`src/rtl/maq_pkg.sv`:
```
// Shared BCD types, constants and the binary-to-BCD helper for the clock datapath.
package maq_pkg;

    typedef logic [3:0] bcd_digit_t;

    typedef struct packed {
        bcd_digit_t msd;
        bcd_digit_t lsd;
    } bcd_pair_t;

    localparam bcd_digit_t BCD_MAX_DIGIT = 4'd9;

    function automatic bcd_pair_t to_bcd(input int value);
        bcd_pair_t pair;
        pair.msd = 4'(value / 10);
        pair.lsd = 4'(value % 10);
        return pair;
    endfunction

endpackage

```
`src/rtl/maq_bcd_mod_if.sv`:
```
// Request/preset/result bundle of a two-digit BCD modulo counter stage.
interface maq_bcd_mod_if;
    import maq_pkg::*;

    logic       maqbcd_enable;
    logic       maqbcd_incremento;
    logic       maqbcd_decremento;
    logic       maqbcd_load;
    bcd_digit_t maqbcd_load_lsd;
    bcd_digit_t maqbcd_load_msd;
    bcd_digit_t maqbcd_lsd;
    bcd_digit_t maqbcd_msd;
    logic       maqbcd_carry;
    logic       maqbcd_borrow;
    logic       maqbcd_load_err;

    modport master (
        output maqbcd_enable, maqbcd_incremento, maqbcd_decremento,
               maqbcd_load, maqbcd_load_lsd, maqbcd_load_msd,
        input  maqbcd_lsd, maqbcd_msd, maqbcd_carry, maqbcd_borrow, maqbcd_load_err
    );

    modport slave (
        input  maqbcd_enable, maqbcd_incremento, maqbcd_decremento,
               maqbcd_load, maqbcd_load_lsd, maqbcd_load_msd,
        output maqbcd_lsd, maqbcd_msd, maqbcd_carry, maqbcd_borrow, maqbcd_load_err
    );

endinterface

```
`src/rtl/maq_bcd_digit.sv`:
```
// Single BCD digit next-value logic; wraps 9->0 / 0->9 locally, range limits live in the parent.
module maq_bcd_digit
    import maq_pkg::*;
(
    input  bcd_digit_t digit,
    input  logic       inc,
    input  logic       dec,
    input  logic       load,
    input  bcd_digit_t load_val,
    output bcd_digit_t next_val,
    output logic       at_9,
    output logic       at_0
);

    assign at_9 = (digit == BCD_MAX_DIGIT);
    assign at_0 = (digit == 4'd0);

    always_comb begin
        next_val = digit;
        if (load) begin
            next_val = load_val;
        end else if (inc) begin
            next_val = at_9 ? 4'd0 : digit + 4'd1;
        end else if (dec) begin
            next_val = at_0 ? BCD_MAX_DIGIT : digit - 4'd1;
        end
    end

endmodule

```
`src/rtl/maq_bcd_mod.sv`:
```
// Two-digit BCD modulo counter MIN_VAL..MAX_VAL with preset and registered wrap pulses.
// Down-counting and the borrow pulse exist only when MAQ_BCD_DOWN_EN is defined.
module maq_bcd_mod
    import maq_pkg::*;
#(
    parameter int MIN_VAL = 0,
    parameter int MAX_VAL = 23
) (
    input  logic          maqbcd_clock,
    input  logic          maqbcd_reset,
    maq_bcd_mod_if.slave  bus
);

    if (!(MIN_VAL >= 0 && MIN_VAL < MAX_VAL && MAX_VAL <= 99)) begin : g_bad_range
        $error("maq_bcd_mod: require 0 <= MIN_VAL < MAX_VAL <= 99");
    end

    localparam bcd_pair_t MIN_BCD = to_bcd(MIN_VAL);
    localparam bcd_pair_t MAX_BCD = to_bcd(MAX_VAL);

    bcd_digit_t lsd_q, msd_q, lsd_d, msd_d, lsd_nx, msd_nx;
    logic       carry_q, borrow_q, err_q, carry_d, borrow_d;
    logic       do_inc, do_dec, do_load, load_rej, load_ok;
    logic       at_max, at_min;
    logic       lsd_at9, lsd_at0, msd_at9_unused, msd_at0_unused;
    logic [7:0] ld_val;

    // Wrap decisions use the full two-digit value so 19->20 and 12->01 come out right.
    assign at_max = ({msd_q, lsd_q} == MAX_BCD);
    assign at_min = ({msd_q, lsd_q} == MIN_BCD);

    assign ld_val  = {4'd0, bus.maqbcd_load_msd} * 8'd10 + {4'd0, bus.maqbcd_load_lsd};
    assign load_ok = (bus.maqbcd_load_lsd <= BCD_MAX_DIGIT) && (bus.maqbcd_load_msd <= BCD_MAX_DIGIT)
                  && (int'(ld_val) >= MIN_VAL) && (int'(ld_val) <= MAX_VAL);

    assign do_load  = bus.maqbcd_enable & bus.maqbcd_load & load_ok;
    assign load_rej = bus.maqbcd_enable & bus.maqbcd_load & ~load_ok;

`ifdef MAQ_BCD_DOWN_EN
    assign do_inc = bus.maqbcd_enable & ~bus.maqbcd_load & bus.maqbcd_incremento & ~bus.maqbcd_decremento;
    assign do_dec = bus.maqbcd_enable & ~bus.maqbcd_load & bus.maqbcd_decremento & ~bus.maqbcd_incremento;
`else
    logic dec_unused;
    assign dec_unused = bus.maqbcd_decremento;
    assign do_inc = bus.maqbcd_enable & ~bus.maqbcd_load & bus.maqbcd_incremento;
    assign do_dec = 1'b0;
`endif

    maq_bcd_digit u_lsd (
        .digit    (lsd_q),
        .inc      (do_inc),
        .dec      (do_dec),
        .load     (do_load),
        .load_val (bus.maqbcd_load_lsd),
        .next_val (lsd_nx),
        .at_9     (lsd_at9),
        .at_0     (lsd_at0)
    );

    maq_bcd_digit u_msd (
        .digit    (msd_q),
        .inc      (do_inc & lsd_at9),
        .dec      (do_dec & lsd_at0),
        .load     (do_load),
        .load_val (bus.maqbcd_load_msd),
        .next_val (msd_nx),
        .at_9     (msd_at9_unused),
        .at_0     (msd_at0_unused)
    );

    always_comb begin
        lsd_d    = lsd_nx;
        msd_d    = msd_nx;
        carry_d  = 1'b0;
        borrow_d = 1'b0;
        if (do_inc && at_max) begin
            {msd_d, lsd_d} = MIN_BCD;
            carry_d        = 1'b1;
        end else if (do_dec && at_min) begin
            {msd_d, lsd_d} = MAX_BCD;
            borrow_d       = 1'b1;
        end
    end

    always_ff @(posedge maqbcd_clock or posedge maqbcd_reset) begin
        if (maqbcd_reset) begin
            lsd_q    <= MIN_BCD.lsd;
            msd_q    <= MIN_BCD.msd;
            carry_q  <= 1'b0;
            borrow_q <= 1'b0;
            err_q    <= 1'b0;
        end else begin
            lsd_q    <= lsd_d;
            msd_q    <= msd_d;
            carry_q  <= carry_d;
            borrow_q <= borrow_d;
            err_q    <= load_rej;
        end
    end

    assign bus.maqbcd_lsd      = lsd_q;
    assign bus.maqbcd_msd      = msd_q;
    assign bus.maqbcd_carry    = carry_q;
    assign bus.maqbcd_borrow   = borrow_q;
    assign bus.maqbcd_load_err = err_q;

endmodule

```
`src/flat_wrapper.sv`:
```
// flat-port wrapper written by rule: the top's interface ports become plain ports
module maq_bcd_mod_flat import maq_pkg::*;
#(
    parameter int MIN_VAL = 0,
    parameter int MAX_VAL = 23
)
  (maqbcd_clock, maqbcd_reset, bus_maqbcd_enable, bus_maqbcd_incremento, bus_maqbcd_decremento, bus_maqbcd_load, bus_maqbcd_load_lsd, bus_maqbcd_load_msd, bus_maqbcd_lsd, bus_maqbcd_msd, bus_maqbcd_carry, bus_maqbcd_borrow, bus_maqbcd_load_err);
  maq_bcd_mod_if bus_i ();
  input  logic maqbcd_clock;
  input  logic maqbcd_reset;
  input wire logic [$bits(bus_i.maqbcd_enable)-1:0] bus_maqbcd_enable;
  input wire logic [$bits(bus_i.maqbcd_incremento)-1:0] bus_maqbcd_incremento;
  input wire logic [$bits(bus_i.maqbcd_decremento)-1:0] bus_maqbcd_decremento;
  input wire logic [$bits(bus_i.maqbcd_load)-1:0] bus_maqbcd_load;
  input wire logic [$bits(bus_i.maqbcd_load_lsd)-1:0] bus_maqbcd_load_lsd;
  input wire logic [$bits(bus_i.maqbcd_load_msd)-1:0] bus_maqbcd_load_msd;
  output wire logic [$bits(bus_i.maqbcd_lsd)-1:0] bus_maqbcd_lsd;
  output wire logic [$bits(bus_i.maqbcd_msd)-1:0] bus_maqbcd_msd;
  output wire logic [$bits(bus_i.maqbcd_carry)-1:0] bus_maqbcd_carry;
  output wire logic [$bits(bus_i.maqbcd_borrow)-1:0] bus_maqbcd_borrow;
  output wire logic [$bits(bus_i.maqbcd_load_err)-1:0] bus_maqbcd_load_err;
  assign bus_i.maqbcd_enable = bus_maqbcd_enable;
  assign bus_i.maqbcd_incremento = bus_maqbcd_incremento;
  assign bus_i.maqbcd_decremento = bus_maqbcd_decremento;
  assign bus_i.maqbcd_load = bus_maqbcd_load;
  assign bus_i.maqbcd_load_lsd = bus_maqbcd_load_lsd;
  assign bus_i.maqbcd_load_msd = bus_maqbcd_load_msd;
  assign bus_maqbcd_lsd = bus_i.maqbcd_lsd;
  assign bus_maqbcd_msd = bus_i.maqbcd_msd;
  assign bus_maqbcd_carry = bus_i.maqbcd_carry;
  assign bus_maqbcd_borrow = bus_i.maqbcd_borrow;
  assign bus_maqbcd_load_err = bus_i.maqbcd_load_err;
  maq_bcd_mod #(.MIN_VAL(MIN_VAL), .MAX_VAL(MAX_VAL)) u_core (.maqbcd_clock(maqbcd_clock), .maqbcd_reset(maqbcd_reset), .bus(bus_i));
endmodule
```
`config.mk`:
```
export PLATFORM = sky130hd
export DESIGN_NAME = maq_bcd_mod_flat
export DESIGN_NICKNAME = d
export VERILOG_FILES = /design/src/rtl/maq_pkg.sv /design/src/rtl/maq_bcd_mod_if.sv /design/src/rtl/maq_bcd_digit.sv /design/src/rtl/maq_bcd_mod.sv /design/src/flat_wrapper.sv
export SDC_FILE = /design/constraint.sdc
export NUM_CORES = 1
export LEC_CHECK = 0
export ABC_AREA = 1
export BUFFER_PORTS_ARGS = -buffer_cell sky130_fd_sc_hd__buf_2
export CAP_MARGIN = 20
export CORE_AREA = 3 3 52 54
export DETAILED_ROUTE_END_ITERATION = 7
export DIE_AREA = 0 0 55 57
export GPL_ROUTABILITY_DRIVEN = 0
export GPL_TIMING_DRIVEN = 0
export PLACE_DENSITY_LB_ADDON = 0.2
export SLEW_MARGIN = 20
export SYNTH_ARGS = -nofsm -noshare
export SYNTH_HDL_FRONTEND = slang
export SYNTH_SLANG_ARGS = --single-unit
export TNS_END_PERCENT = 10
```
`constraint.sdc`:
```
create_clock -name maqbcd_clock -period 1.79 [get_ports maqbcd_clock]
set_input_delay 0.358 -clock maqbcd_clock [delete_from_list [all_inputs] [get_ports maqbcd_clock]]
set_output_delay 0.358 -clock maqbcd_clock [all_outputs]
set_load 0.1 [all_outputs]
```
---- Word-level counts from Yosys, hierarchy flattened ----
Index checks and enable logic that the tools add are counted.
Widths: inputs -> output; s select.
operators by class
  $add $sub $neg .......................... 3
  multiply operators ...................... 1
  order comparisons ....................... 3
  equal/unequal tests ..................... 3
  muxes and demuxes ....................... 9
  bitwise logic cells ..................... 8
  reduce and logical (&&, ||, !) cells .... 5
operators with widths
  operator             count
  $mux 4               8
  $add 4x1->4 const B  2
  $add 8x4->8          1
  $eq 4x4->1 const B   2
  $eq 8x6->1 const B   1
  $le 4x4->1 const B   2
  $le 8x5->1 const B   1
  $mul 4x3->7 const B  1
  $and 1x1->1          6
  $reduce_bool 3->1    2
  $logic_and 1x1->1    3
  $not 1->1            2
  $mux 1               1
storage, ports and cells
  flip-flop bits (word level) ............. 10
  input bits .............................. 14
  output and inout bits ................... 11
  logic and storage cells ................. 36

---- Logic depth before layout (Yosys ltp) ----
Gate-level depths: netlist of run 1.
  word-level depth ........................ 7
  gate-level depth with buffers ........... 15
  mapped depth without buffers ............ 14

---- Modules after synthesis ----
From an unflattened synthesis of run 1, not the netlist that was laid out.
second synthesis, totals
  cell total of the unflattened synthesis .. 216
  area, all modules ....................... 1277.5 um2
by module, submodules not included
  module         instances  cells each  area an instance (um2)  sequential area each (um2)
  maq_bcd_mod    1          112         789.5                   250.2
  maq_bcd_digit  2          52          244.0                   0.0

---- Worst setup path before layout of run 1 ----
No wires, ideal clock.
  kind .................................... input -> register
  start ................................... input bus_maqbcd_load_msd[1]
  end ..................................... register u_core.msd_q[3] (netlist: u_core.bus.maqbcd_msd[3])
  library setup time ...................... 123 ps
  arrival ................................. 2132 ps
  data required time ...................... 1667 ps
  setup slack ............................. -465 ps
  stages .................................. 15
  path buffers ............................ 1
  cells stage by stage .................... ha_1 ha_1 inv_1 fa_1 inv_1 nand2_1 nand2_1 nand3_1 nand2_4 nand4_2 buf_6 nand2_1 nand2_1 nand2_1 nand2_1
on the way
  word-level cells in the longest chain between the ends .. 7
  elaborated cells on any way between the ends .. 10
  classes of those cells .................. add/sub (1); mul (1); order compare (2); mux (2); bitwise (1); reduce/logical (3)
RTL lines
  what                    RTL line             source
  start: declaration      flat_wrapper.sv:16   input wire logic [$bits(bus_i.maqbcd_load_msd)-1:0] bus_maqbcd_load_msd;
  $mul 4x3->7             maq_bcd_mod.sv:32    assign ld_val = {4'd0, bus.maqbcd_load_msd} * 8'd10 + {4'd0, bus.maqbcd_load_lsd};
  $add 8x4->8             maq_bcd_mod.sv:32
  $le 8x5->1              maq_bcd_mod.sv:34    && (int'(ld_val) >= MIN_VAL) && (int'(ld_val) <= MAX_VAL);
  $logic_and 1x1->1 *     maq_bcd_mod.sv:34
  $and 1x1->1 *           maq_bcd_mod.sv:36    assign do_load = bus.maqbcd_enable & bus.maqbcd_load & load_ok;
  $mux 4                  maq_bcd_digit.sv:20  if (load) begin
  $mux 4                  maq_bcd_mod.sv:76    if (do_inc && at_max) begin
  end signal: assignment  maq_bcd_mod.sv:88    msd_q <= MIN_BCD.msd;
  end signal: assignment  maq_bcd_mod.sv:94    msd_q <= msd_d;
  end: declaration        maq_bcd_mod.sv:21    bcd_digit_t lsd_q, msd_q, lsd_d, msd_d, lsd_nx, msd_nx;
Mark *: on every way between the ends. The rest lies on a longest branch, timed or not.
A chain may end at the register's enable or synchronous reset.

---- Worst setup path in the final report of run 1 ----
  start ................................... input bus_maqbcd_load_msd[1]
  end ..................................... register u_core.lsd_q[1] (netlist: u_core.bus.maqbcd_lsd[1])
on the way
  word-level cells in the longest chain between the ends .. 7
  elaborated cells on any way between the ends .. 10
  classes of those cells .................. add/sub (1); mul (1); order compare (2); mux (2); bitwise (1); reduce/logical (3)
RTL lines
  what                    RTL line             source
  $mul 4x3->7             maq_bcd_mod.sv:32
  $add 8x4->8             maq_bcd_mod.sv:32
  $le 8x5->1              maq_bcd_mod.sv:34
  $logic_and 1x1->1 *     maq_bcd_mod.sv:34
  $and 1x1->1 *           maq_bcd_mod.sv:36
  $mux 4                  maq_bcd_digit.sv:20
  $mux 4                  maq_bcd_mod.sv:76
  end signal: assignment  maq_bcd_mod.sv:87    lsd_q <= MIN_BCD.lsd;
  end signal: assignment  maq_bcd_mod.sv:93    lsd_q <= lsd_d;
  end: declaration        maq_bcd_mod.sv:21
Marks and branches as above.

==> load_flow_metrics.sql, run 1 <==
INSERT INTO impl_metrics (metric_group, metric, value, unit) VALUES
('outcome', 'status', 'finished, violations left', ''),
('outcome', 'violations', 'negative setup slack', ''),
('global_routing', 'global_route.usage.met2', '0.255', ''),
('global_routing', 'busiest_layer_in_global_routing', 'met1', ''),
('sta', 'postLayoutSetupSlackWorst', '-0.255', 'ns'),
('route', 'via_count', '1122', ''),
('clocking', 'cts_made_buffers', '3', ''),
('global_routing', 'met1_usage', '0.255', ''),
('logic_synthesis', 'synth-warning-count', '0', ''),
('global_routing', 'grt-ovfl-total', '0', ''),
('sta', 'layout_min_cycle_time', '2.05', 'ns'),
('floorplan', 'start_util', '0.464', ''),
('logic_synthesis', 'synth_area_per_inst', '6.20', 'um^2'),
('critical_path', 'cp-startpoint', 'bus_maqbcd_load_msd[1]', ''),
('final_layout', 'final_net_count', '224', ''),
('placement', 'post-dp-hpwl', '1.98', 'mm'),
('logic_synthesis', 'synthesized_nets', '192', ''),
('clocking', 'cts_hold_buf', '0', ''),
('global_routing', 'gr_met3_demand_resource', '0.0548', ''),
('floorplan', 'top_ports', '25', ''),
('clocking', 'htree_num_levels', '1', ''),
('sta', 'report.final.hold_viol_count', '0', ''),
('critical_path', 'crit_path_end_kind', 'flop', ''),
('critical_path', 'worst-endpoint-required', '1.94', 'ns'),
('critical_path', 'critical_path_peak_fanout', '5', ''),
('floorplan', 'core.rowCount', '17', ''),
('power', 'pwr_density_cell', '1110', 'nW/um^2'),
('logic_synthesis', 'gate_count_post_synth', '169', ''),
('logic_synthesis', 'yosysSeqAreaShare', '0.239', ''),
('logic_synthesis', 'netlist-cell-type-count', '25', ''),
('sta', 'period_share', '1.14', ''),
('placement', 'numPortBuffers', '22', ''),
('job', 'number_of_max_cap_violations', '0', ''),
('global_routing', 'grt_pass1_vias', '989', ''),
('route', 'routed_wirelength', '2.47', 'mm'),
('route', 'drtPass1Iterations', '4', ''),
('logic_synthesis', 'async_reset_ff_frac', '1.00', ''),
('logic_synthesis', 'synth.top_cell.area_share', '0.239', ''),
('critical_path', 'crit_type', 'in -> reg', ''),
('global_routing', 'groute.usage.overall', '0.170', ''),
('clocking', 'clkLatencyLatePin', '0.25', 'ns'),
('sta', 'rsz0062_at_grt', 'true', ''),
('logic_synthesis', 'synthTopCellsByArea', 'dfrtp_1, nand2_1, inv_1', ''),
('critical_path', 'reg2reg_slack', '0.42', 'ns'),
('clocking', 'cts.sink_count', '10', ''),
('route', 'drt_antenna_net_count', '0', ''),
('route', 'violation_count_after_the_first_detailed_route_iteration', '29', ''),
('route', 'wl_per_cell', '10.9', 'um'),
('final_layout', 'n_fill_cell', '227', ''),
('power', 'total_leakage_power', '0.798', 'nW'),
('sta', 'setup_total_negative_slack', '-1.98', 'ns'),
('placement', 'dp_worst_setup_slack', '-0.668', 'ns'),
('sta', 'final-max-slew-violation-count', '0', ''),
('global_routing', 'number_of_antenna_violations_at_the_first_check_in_global_routing', '0', ''),
('critical_path', 'cp_data_arrival_time', '2.19', 'ns'),
('floorplan', 'chipWidth', '55', 'um'),
('logic_synthesis', 'synth_edf_count', '0', ''),
('logic_synthesis', 'postSynth.topFlopCell', 'dfrtp_1', ''),
('route', 'via_per_inst', '4.94', ''),
('sta', 'finalClockSkew', '0.00478', 'ns'),
('sta', 'finalSetupViolations', '9', ''),
('route', 'post_detailed_route_drc_marker_count', '0', ''),
('global_routing', 'global_route_wire_length_before_repair', '4.08', 'mm'),
('power', 'worst_ir_drop_vdd', '0.000984', 'V'),
('final_layout', 'drive_above_1_share', '0.286', ''),
('final_layout', 'antenna_cells', '0', ''),
('clocking', 'clockBufferDepth', '2', ''),
('floorplan', 'placeableCoreArea', '2250', 'um^2'),
('critical_path', 'crit-reg2reg-launch', 'u_core.bus.maqbcd_lsd[2]', ''),
('clocking', 'tritoncts_clock_tree', 'done', ''),
('final_layout', 'flow.area_growth_from_synthesis', '30.5', '%'),
('logic_synthesis', 'ys_seq_elements', '10', ''),
('sta', 'fmax', '0.489', 'GHz'),
('hold_path', 'worstHoldPathType', 'in -> async', ''),
('clocking', 'cts.clk_slew.worst_paths', '0.06', 'ns'),
('floorplan', 'design.die.area', '3140', 'um^2'),
('critical_path', 'cp-start-kind', 'input pin', ''),
('clocking', 'cts-root-buf', 'clkbuf_4', ''),
('global_routing', 'maximum_number_of_pins_on_one_net_before_global_route_repair', '11', ''),
('floorplan', 'die_height', '57', 'um'),
('logic_synthesis', 'synth_area', '1050', 'um^2'),
('logic_synthesis', 'synth_top_cell_by_area', 'dfrtp_1', '');
## kinds of logic after synthesis
group	Yosys count	share of synthesized area
AO/OA/AOI/OAI	8	0.0454
XOR/XNOR	1	0.00836
adder cells (fa/ha/maj)	9	0.122
buffers and inverters	35	0.136
flip-flops	10	0.239
other	1	0.00358
AND/OR/NAND/NOR	105	0.446
## layout by cell type (no fill, tap or decap), types with 2 or more instances in the layout
| cell | count |
|---|---|
| nand2_2 | 4 |
| nand3_1 | 11 |
| buf_12 | 2 |
| clkbuf_4 | 3 |
| inv_2 | 7 |
| buf_4 | 5 |
| inv_1 | 25 |
| o21ai_0 | 2 |
| nand4_1 | 11 |
| a21oi_2 | 2 |
| buf_6 | 2 |
| dfrtp_1 | 10 |
| buf_2 | 20 |
| nor2_1 | 11 |
| ha_1 | 5 |
| nor2_4 | 2 |
| a21oi_1 | 2 |
| ha_4 | 2 |
| nand3_2 | 4 |
| nand2_1 | 58 |
## critical path, cell delays in order
cell     delay (ns)
buf_12         0.10
ha_4           0.27
ha_4           0.13
inv_2          0.03
fa_2           0.52
inv_2          0.06
nand2_2        0.07
nand2_2        0.07
nor2_4         0.12
nand4_4        0.11
buf_6          0.16
nand2_1        0.05
nand2_1        0.05
nand2_1        0.05
nand2_1        0.05
## power by group
group | internal (W) | switching, W
sequential | 0.000287 | 0.0000824
combinational | 0.000237 | 0.000772
clock | 0.0000770 | 0.0000652
total | 0.000600 | 0.000919
## through the flow
step | area [um^2] | std cells | power [W] | utilization | hold WS [ns]
global route | 1370 | 227 | 0.00163 | 0.606 | 0.0548
floorplan | 1110 | 169 | 0.00117 | - | 0.198
global placement | 1250 | 219 | 0.00132 | 0.555 | 0.330
detailed placement | 1250 | 219 | 0.00134 | 0.555 | 0.339
finish | 1370 | 227 | 0.00152 | 0.606 | 0.0571
CTS | 1360 | 227 | 0.00152 | 0.603 | 0.0648
## final cells by class
cell class / instances / area [um^2] / share of cell area
Sequential cell: 10 / 250 / 0.183
Buffer: 2 / 18.8 / 0.0137
Tap cell: 28 / 35.0 / 0.0256
Clock buffer: 3 / 22.5 / 0.0165
Timing Repair Buffer: 27 / 181 / 0.133
Inverter: 33 / 124 / 0.0907
Multi-Input combinational cell: 124 / 734 / 0.538
## cell usage after synthesis, types with 2 or more instances
cell     number
nand3_1      15
ha_1          7
inv_1        31
nand4_1      11
dfrtp_1      10
fa_1          2
nand2_1      61
a21oi_1       3
nor2_1       12
o21ai_0       2
## path summary, 6_finish.rpt
path                       cells after the start                    endpoint
max                                           15    u_core.bus.maqbcd_lsd[1]
min                                            2    u_core.bus.maqbcd_lsd[3]
max reg2reg                                    7    u_core.bus.maqbcd_msd[0]
min reg2reg                                    2    u_core.bus.maqbcd_lsd[1]
max in group asynchronous                      2    u_core.bus.maqbcd_msd[0]
min in group maqbcd_clock                      3  u_core.bus.maqbcd_load_err
## layer usage
layer	vias to the layer above	wire length, um
li1	593	-
met1	497	1220
met2	32	1130
met3	0	126
met4	0	0
met5	-	0
## timing repair
| action | 4_1_cts | 5_1_grt |
|---|---|---|
| endpoints found under the setup margin | 9 | 9 |
| cloned | 1 | 0 |
| endpoints found under the hold margin | 0 | 0 |
| setup buffers | 4 | 0 |
| pin swaps | 11 | 1 |
| gates resized for setup | 15 | 4 |
## sequential cells by signal, summed over array words and instances (netlist names)
name,count
u_core.bus.maqbcd_carry,1
u_core.bus.maqbcd_load_err,1
u_core.bus.maqbcd_lsd,4
u_core.bus.maqbcd_msd,4
Power figures use the tool's default switching activity.
==> inputs of run 2 (changes only) <==
CORE_AREA = 2 2 56 58   (was 3 3 52 54)
DIE_AREA = 0 0 58 60   (was 0 0 55 57)
SYNTH_HIERARCHICAL = 1   (was unset)
==> run 2 against run 1 <==
The run still ends with negative setup slack left. Die area rose by 11%. Power grew 61%. Maximum frequency down 3.0%. Setup slack worse by 0.063 ns. Register-to-register slack worse by 0.50 ns. Synthesized cell count is 27% higher. Global-route usage is 0.62 points higher. Non-clock buffer count is 1 higher. Sequential cell count unchanged. Core utilization fell by 5.6 points. Critical path type unchanged. Largest power group unchanged. Highest routed layer is now met4.
==> load_flow_metrics.sql, run 2 <==
INSERT INTO impl_metrics (metric_group, metric, value, unit) VALUES
('outcome', 'status', 'finished, violations left', ''),
('outcome', 'violations', 'negative setup slack', ''),
('global_routing', 'groute.usage.overall', '0.177', ''),
('placement', 'dp_worst_setup_slack', '-0.842', 'ns'),
('critical_path', 'worst-path-buf-inv', '5', ''),
('sta', 'final-max-slew-violation-count', '0', ''),
('sta', 'period_share', '1.18', ''),
('final_layout', 'final_common_cell', 'nand2_1', ''),
('floorplan', 'core.rowCount', '20', ''),
('logic_synthesis', 'synth_area', '1260', 'um^2'),
('power', 'relative_contribution_of_the_clock_network_to_total_power', '0.081', ''),
('final_layout', 'final_net_count', '273', ''),
('clocking', 'clockBufferDepth', '2', ''),
('floorplan', 'top_ports', '25', ''),
('critical_path', 'critical_path.max_stage_delay', '0.53', 'ns'),
('route', 'routed_wirelength', '2.75', 'mm'),
('route', 'via_per_inst', '4.66', ''),
('critical_path', 'worst-endpoint-required', '1.95', 'ns'),
('clocking', 'cts_made_buffers', '3', ''),
('placement', 'post-dp-hpwl', '2.16', 'mm'),
('power', 'share_comb_of_total_power', '0.722', ''),
('global_routing', 'global_route_wire_length_before_repair', '4.86', 'mm'),
('critical_path', 'cp-start-kind', 'input pin', ''),
('final_layout', 'drive_above_1_share', '0.317', ''),
('critical_path', 'reg2reg_slack', '-0.08', 'ns'),
('final_layout', 'flow.area_growth_from_synthesis', '26.2', '%'),
('clocking', 'cts-root-buf', 'clkbuf_4', ''),
('critical_path', 'cp_top_family', 'adder cells', ''),
('sta', 'setup_total_negative_slack', '-2.42', 'ns'),
('sta', 'timing.hold.ws', '0.0513', 'ns'),
('power', 'worst_ir_drop_vdd', '0.00141', 'V'),
('global_routing', 'grt_pass1_vias', '1159', ''),
('clocking', 'cts.sink_count', '10', ''),
('route', 'violation_count_after_the_first_detailed_route_iteration', '41', ''),
('placement', 'numPortBuffers', '22', ''),
('critical_path', 'critical_path_peak_fanout', '6', ''),
('critical_path', 'crit_path_end_kind', 'flop', ''),
('final_layout', 'cell_count_final_fillers_out', '282', ''),
('clocking', 'clkLatencyLatePin', '0.26', 'ns'),
('clocking', 'htree_num_levels', '1', ''),
('floorplan', 'chipWidth', '58', 'um'),
('power', 'pwr_density_cell', '1540', 'nW/um^2'),
('logic_synthesis', 'gate_count_post_synth', '214', ''),
('route', 'drt_antenna_net_count', '0', ''),
('route', 'via_count', '1314', ''),
('final_layout', 'antenna_cells', '0', ''),
('power', 'intPower', '0.000909', 'W'),
('critical_path', 'crit_chain', 'buf_12 > ha_4 > ha_4 > inv_2 > fa_2 > inv_1 > nand3_1 > nand3_1 > nand2_2 > nand3_2 > nor2_4 > inv_2 > nand2_1 > nand2_1 > nand2_1 > inv_1', ''),
('power', 'switching_share', '0.629', ''),
('route', 'wl_per_cell', '9.74', 'um'),
('sta', 'layout_min_cycle_time', '2.11', 'ns'),
('global_routing', 'number_of_antenna_violations_at_the_first_check_in_global_routing', '0', ''),
('floorplan', 'design.die.area', '3480', 'um^2'),
('critical_path', 'critical_path.most_common_cell', 'nand2_1', ''),
('sta', 'postLayoutSetupSlackWorst', '-0.318', 'ns'),
('sta', 'worst_margin_slew', '0.539', 'ns'),
('route', 'drtPass1Iterations', '4', ''),
('sta', 'rsz0062_at_grt', 'true', ''),
('sta', 'finalClockSkew', '0.000931', 'ns'),
('power', 'pwr-share-seq', '0.197', ''),
('floorplan', 'die_height', '60', 'um'),
('power', 'total_leakage_power', '0.892', 'nW'),
('global_routing', 'maximum_number_of_pins_on_one_net_before_global_route_repair', '11', ''),
('clocking', 'tritoncts_clock_tree', 'done', ''),
('floorplan', 'placeableCoreArea', '2900', 'um^2'),
('floorplan', 'start_util', '0.436', ''),
('hold_path', 'worstHoldPathType', 'in -> async', ''),
('power', 'power_switching', '0.00154', 'W'),
('final_layout', 'layout.cells.most_common_list', 'nand2_1, inv_1, nand3_1, buf_2, nor2_1', ''),
('critical_path', 'crit_slowest_cell', 'fa_2', ''),
('global_routing', 'grt-ovfl-total', '0', ''),
('sta', 'finalSetupViolations', '8', ''),
('placement', 'placed_cells_incl_taps', '273', ''),
('final_layout', 'fin_util', '0.550', ''),
('final_layout', 'n_fill_cell', '304', ''),
('sta', 'report.final.hold_viol_count', '0', ''),
('sta', 'fmax', '0.474', 'GHz'),
('critical_path', 'cp_data_arrival_time', '2.26', 'ns'),
('route', 'post_detailed_route_drc_marker_count', '0', ''),
('job', 'number_of_max_cap_violations', '0', ''),
('logic_synthesis', 'synth_area_per_inst', '5.91', 'um^2'),
('clocking', 'cts.clk_slew.worst_paths', '0.06', 'ns'),
('logic_synthesis', 'synth-warning-count', '6', ''),
('sta', 'maxSlewHeadroom', '0.639', ''),
('critical_path', 'crit_type', 'in -> reg', '');
## run 2: timing repair
item                                    CTS  global route
endpoints found under the setup margin    9             9
buffers inserted                          4             0
resized for setup                         8             5
hold buffers                              0             0
gates cloned                              1             0
pin swaps                                13             1
## run 2: final timing paths
path / start / end / depth (start not counted)
max: bus_maqbcd_load_msd[1] / u_core/bus.maqbcd_lsd[2] / 16
min: maqbcd_reset / u_core/bus.maqbcd_msd[2] / 2
max reg2reg: u_core/bus.maqbcd_lsd[2] / u_core/bus.maqbcd_msd[3] / 12
min reg2reg: u_core/bus.maqbcd_msd[0] / u_core/bus.maqbcd_carry / 3
max in group asynchronous: maqbcd_reset / u_core/bus.maqbcd_lsd[0] / 2
min in group maqbcd_clock: bus_maqbcd_load_msd[3] / u_core/bus.maqbcd_msd[3] / 5
## run 2: power groups by stage
| stage | registers (W) | clock network (W) | logic (W) |
|---|---|---|---|
| after floorplan | 0.00115 | 0 | 0.000802 |
| after global placement | 0.000493 | 0 | 0.00173 |
| after detailed placement | 0.000490 | 0 | 0.00173 |
| after CTS | 0.000486 | 0.000208 | 0.00176 |
| after global routing | 0.000510 | 0.000216 | 0.00193 |
| final | 0.000483 | 0.000198 | 0.00177 |
## run 2: metal layers
metal | vias up | part of all wire | track usage
li1 | 723 | - | -
met1 | 572 | 0.48 | 0.243
met2 | 17 | 0.48 | 0.297
met3 | 2 | 0.033 | 0.0130
met4 | 0 | 0.0025 | 0.0498
met5 | - | 0 | 0
## run 2: cell type report
class | count | area (um^2) | area share
multi-input combinational | 166 | 903 | 0.566
sequential | 10 | 253 | 0.158
clock buffer | 4 | 36.3 | 0.0227
tap | 33 | 41.3 | 0.0259
inverter | 39 | 156 | 0.0980
buffer | 4 | 41.3 | 0.0259
timing repair buffer | 26 | 165 | 0.103
## run 2: through the flow
stage	area [um^2]	power, W
final	1600	0.00245
after floorplan	1330	0.00195
after global routing	1600	0.00266
after CTS	1590	0.00245
after global placement	1480	0.00222
after detailed placement	1480	0.00222
==> inputs of run 3 (changes only) <==
CELL_PAD_IN_SITES_DETAIL_PLACEMENT = 1   (was unset)
CELL_PAD_IN_SITES_GLOBAL_PLACEMENT = 2   (was unset)
CORE_AREA = 2 2 71 73   (was 2 2 56 58)
DIE_AREA = 0 0 73 75   (was 0 0 58 60)
==> run 3 against run 2 <==
The flow still finishes with violations (negative setup slack). Highest routed layer unchanged. Power is 5.3% higher. Critical path depth is 1 higher. Clock-buffer cell count stayed put. Register-to-register slack worse by 0.02 ns. Die area is 57% higher. Setup slack worse by 0.15 ns. Global-route usage is 3.9 points lower. Sequential power is 2% higher. Clock power is 39% higher. Critical path type unchanged. Largest cell class unchanged. Combinational power is 2% higher. Maximum frequency is 6.8% lower.
==> load_flow_metrics.sql, run 3 (synthesized netlist as in run 2, its figures left out) <==
INSERT INTO impl_metrics (metric_group, metric, value, unit) VALUES
('global_routing', 'maximum_number_of_pins_on_one_net_before_global_route_repair', '11', ''),
('sta', 'final-max-slew-violation-count', '0', ''),
('route', 'routed_wirelength', '3.51', 'mm'),
('final_layout', 'fin_util', '0.370', ''),
('floorplan', 'placeableCoreArea', '4660', 'um^2'),
('critical_path', 'cp_data_arrival_time', '2.39', 'ns'),
('sta', 'finalSetupViolations', '9', ''),
('clocking', 'cts_made_buffers', '3', ''),
('critical_path', 'crit_chain', 'buf_8 > ha_4 > ha_4 > inv_2 > fa_2 > inv_2 > nand3_2 > nand3_2 > nand2_2 > nand3_2 > nor2_4 > buf_12 > inv_6 > nand3_2 > nand2_1 > nand2_1 > inv_1', ''),
('route', 'via_per_inst', '4.45', ''),
('placement', 'numPortBuffers', '22', ''),
('global_routing', 'busiest_layer_in_global_routing', 'met2', ''),
('final_layout', 'layout.cells.most_common_list', 'nand2_1, inv_1, buf_2, nand3_1, nor2_1', ''),
('clocking', 'tritoncts_clock_tree', 'done', ''),
('clocking', 'cts_hold_buf', '0', ''),
('final_layout', 'flow.area_growth_from_synthesis', '36.3', '%'),
('placement', 'dp_worst_setup_slack', '-0.937', 'ns'),
('critical_path', 'cp-start-kind', 'input pin', ''),
('power', 'worst_ir_drop_vdd', '0.00111', 'V'),
('route', 'wl_per_cell', '11.4', 'um'),
('floorplan', 'design.die.area', '5480', 'um^2'),
('outcome', 'violations', 'negative setup slack', ''),
('floorplan', 'top_ports', '25', ''),
('final_layout', 'drive_above_1_share', '0.340', ''),
('route', 'drtPass1Iterations', '4', ''),
('sta', 'maxSlewHeadroom', '0.613', ''),
('placement', 'post-dp-hpwl', '2.88', 'mm'),
('critical_path', 'critical_path_peak_fanout', '6', ''),
('route', 'post_detailed_route_drc_marker_count', '0', ''),
('critical_path', 'worst-endpoint-required', '1.92', 'ns'),
('placement', 'placed_cells_incl_taps', '294', ''),
('sta', 'finalClockSkew', '0.00139', 'ns'),
('power', 'pwr_density_cell', '1500', 'nW/um^2'),
('clocking', 'htree_num_levels', '1', ''),
('critical_path', 'critical_path.most_common_cell', 'nand3_2', ''),
('global_routing', 'number_of_antenna_violations_at_the_first_check_in_global_routing', '0', ''),
('job', 'number_of_max_cap_violations', '0', ''),
('route', 'violation_count_after_the_first_detailed_route_iteration', '61', ''),
('sta', 'layout_min_cycle_time', '2.26', 'ns'),
('final_layout', 'cell_count_final_fillers_out', '307', ''),
('global_routing', 'grt_pass1_vias', '1352', ''),
('floorplan', 'die_height', '75', 'um'),
('final_layout', 'final_common_cell', 'nand2_1', ''),
('critical_path', 'worst-path-buf-inv', '6', ''),
('final_layout', 'antenna_cells', '0', ''),
('global_routing', 'groute.usage.overall', '0.138', ''),
('floorplan', 'chipWidth', '73', 'um'),
('outcome', 'status', 'finished, violations left', ''),
('sta', 'fmax', '0.442', 'GHz'),
('clocking', 'cts.sink_count', '10', ''),
('sta', 'period_share', '1.26', ''),
('floorplan', 'core.rowCount', '25', ''),
('floorplan', 'start_util', '0.271', ''),
('critical_path', 'crit_type', 'in -> reg', ''),
('route', 'drt_antenna_net_count', '0', ''),
('clocking', 'cts.clk_slew.worst_paths', '0.05', 'ns'),
('sta', 'timing.hold.ws', '0.0816', 'ns'),
('sta', 'worst_margin_slew', '0.578', 'ns'),
('sta', 'rsz0062_at_grt', 'true', ''),
('clocking', 'clockBufferDepth', '2', ''),
('power', 'total_leakage_power', '0.941', 'nW'),
('critical_path', 'crit_path_end_kind', 'flop', ''),
('clocking', 'cts-root-buf', 'clkbuf_8', ''),
('global_routing', 'gr_met3_demand_resource', '0.0120', ''),
('route', 'via_count', '1366', ''),
('sta', 'postLayoutSetupSlackWorst', '-0.472', 'ns'),
('global_routing', 'grt-ovfl-total', '0', ''),
('hold_path', 'worstHoldPathType', 'in -> async', ''),
('sta', 'report.final.hold_viol_count', '0', ''),
('critical_path', 'crit_slowest_cell', 'fa_2', ''),
('final_layout', 'final_design_area_no_fill', '1720', 'um^2'),
('final_layout', 'final_net_count', '277', ''),
('clocking', 'clkLatencyLatePin', '0.23', 'ns'),
('critical_path', 'critical_path.max_stage_delay', '0.56', 'ns'),
('placement', 'place_area', '1510', 'um^2'),
('global_routing', 'global_route.usage.met2', '0.248', ''),
('global_routing', 'met1_usage', '0.177', ''),
('global_routing', 'global_route_wire_length_before_repair', '5.98', 'mm'),
('critical_path', 'cp_top_family', 'adder cells', '');
run 3: cell types whose count changed in the layout (fill, tap and decap cells not counted), moves of 2 or more:
cell      delta
nand3_2      +2
nand2_2      -2
buf_4        +3
clkbuf_4     -3
nand3_1      -2
clkbuf_8     +3
run 3: layout make-up:
type | instances | area [um^2]
Buffer | 4 | 41.3
Clock buffer | 4 | 55.1
Fill cell | 630 | 2940
Inverter | 39 | 164
Multi-Input combinational cell | 165 | 913
Sequential cell | 10 | 253
Tap cell | 54 | 67.6
Timing Repair Buffer | 31 | 230
run 3: routing by layer:
layer,wire (um),part of all wire,vias up
met5,0,0,-
met4,35,0.010,0
met3,81,0.023,5
met2,1750,0.50,19
met1,1650,0.47,614
li1,-,-,728
run 3: final timing paths:
check | from | end | slack [ns] | cells past startpoint
worst max-delay path | bus_maqbcd_load_msd[1] | u_core/bus.maqbcd_lsd[1] | -0.47 | 17
worst min-delay path | maqbcd_reset | u_core/bus.maqbcd_lsd[1] | 0.08 | 2
worst max register to register | u_core/bus.maqbcd_lsd[2] | u_core/bus.maqbcd_msd[3] | -0.10 | 12
worst min register to register | u_core/bus.maqbcd_msd[0] | u_core/bus.maqbcd_carry | 0.71 | 3
max in group asynchronous | maqbcd_reset | u_core/bus.maqbcd_lsd[3] | 1.43 | 2
min in group maqbcd_clock | bus_maqbcd_load_lsd[0] | u_core/bus.maqbcd_lsd[0] | 0.45 | 5
run 3: what timing repair did:
action / CTS / global route
pin swaps: 13 / 1
gates resized for setup: 18 / 2
buffers inserted: 8 / 0
endpoints found under the setup margin: 9 / 9
cloned: 1 / 0
run 3: through the flow:
step	setup TNS (ns)	power, W
final	-3.68	0.00258
after global routing	-4.87	0.00280
after CTS	-3.51	0.00260
after detailed placement	-7.72	0.00228
after global placement	-7.57	0.00228
after floorplan	-3.82	0.00195
run 3: report_power, final:
group	switching (W)	internal, W	leakage [nW]
clock network	0.0000834	0.000193	0.0288
logic	0.00134	0.000470	0.794
registers	0.000166	0.000327	0.119
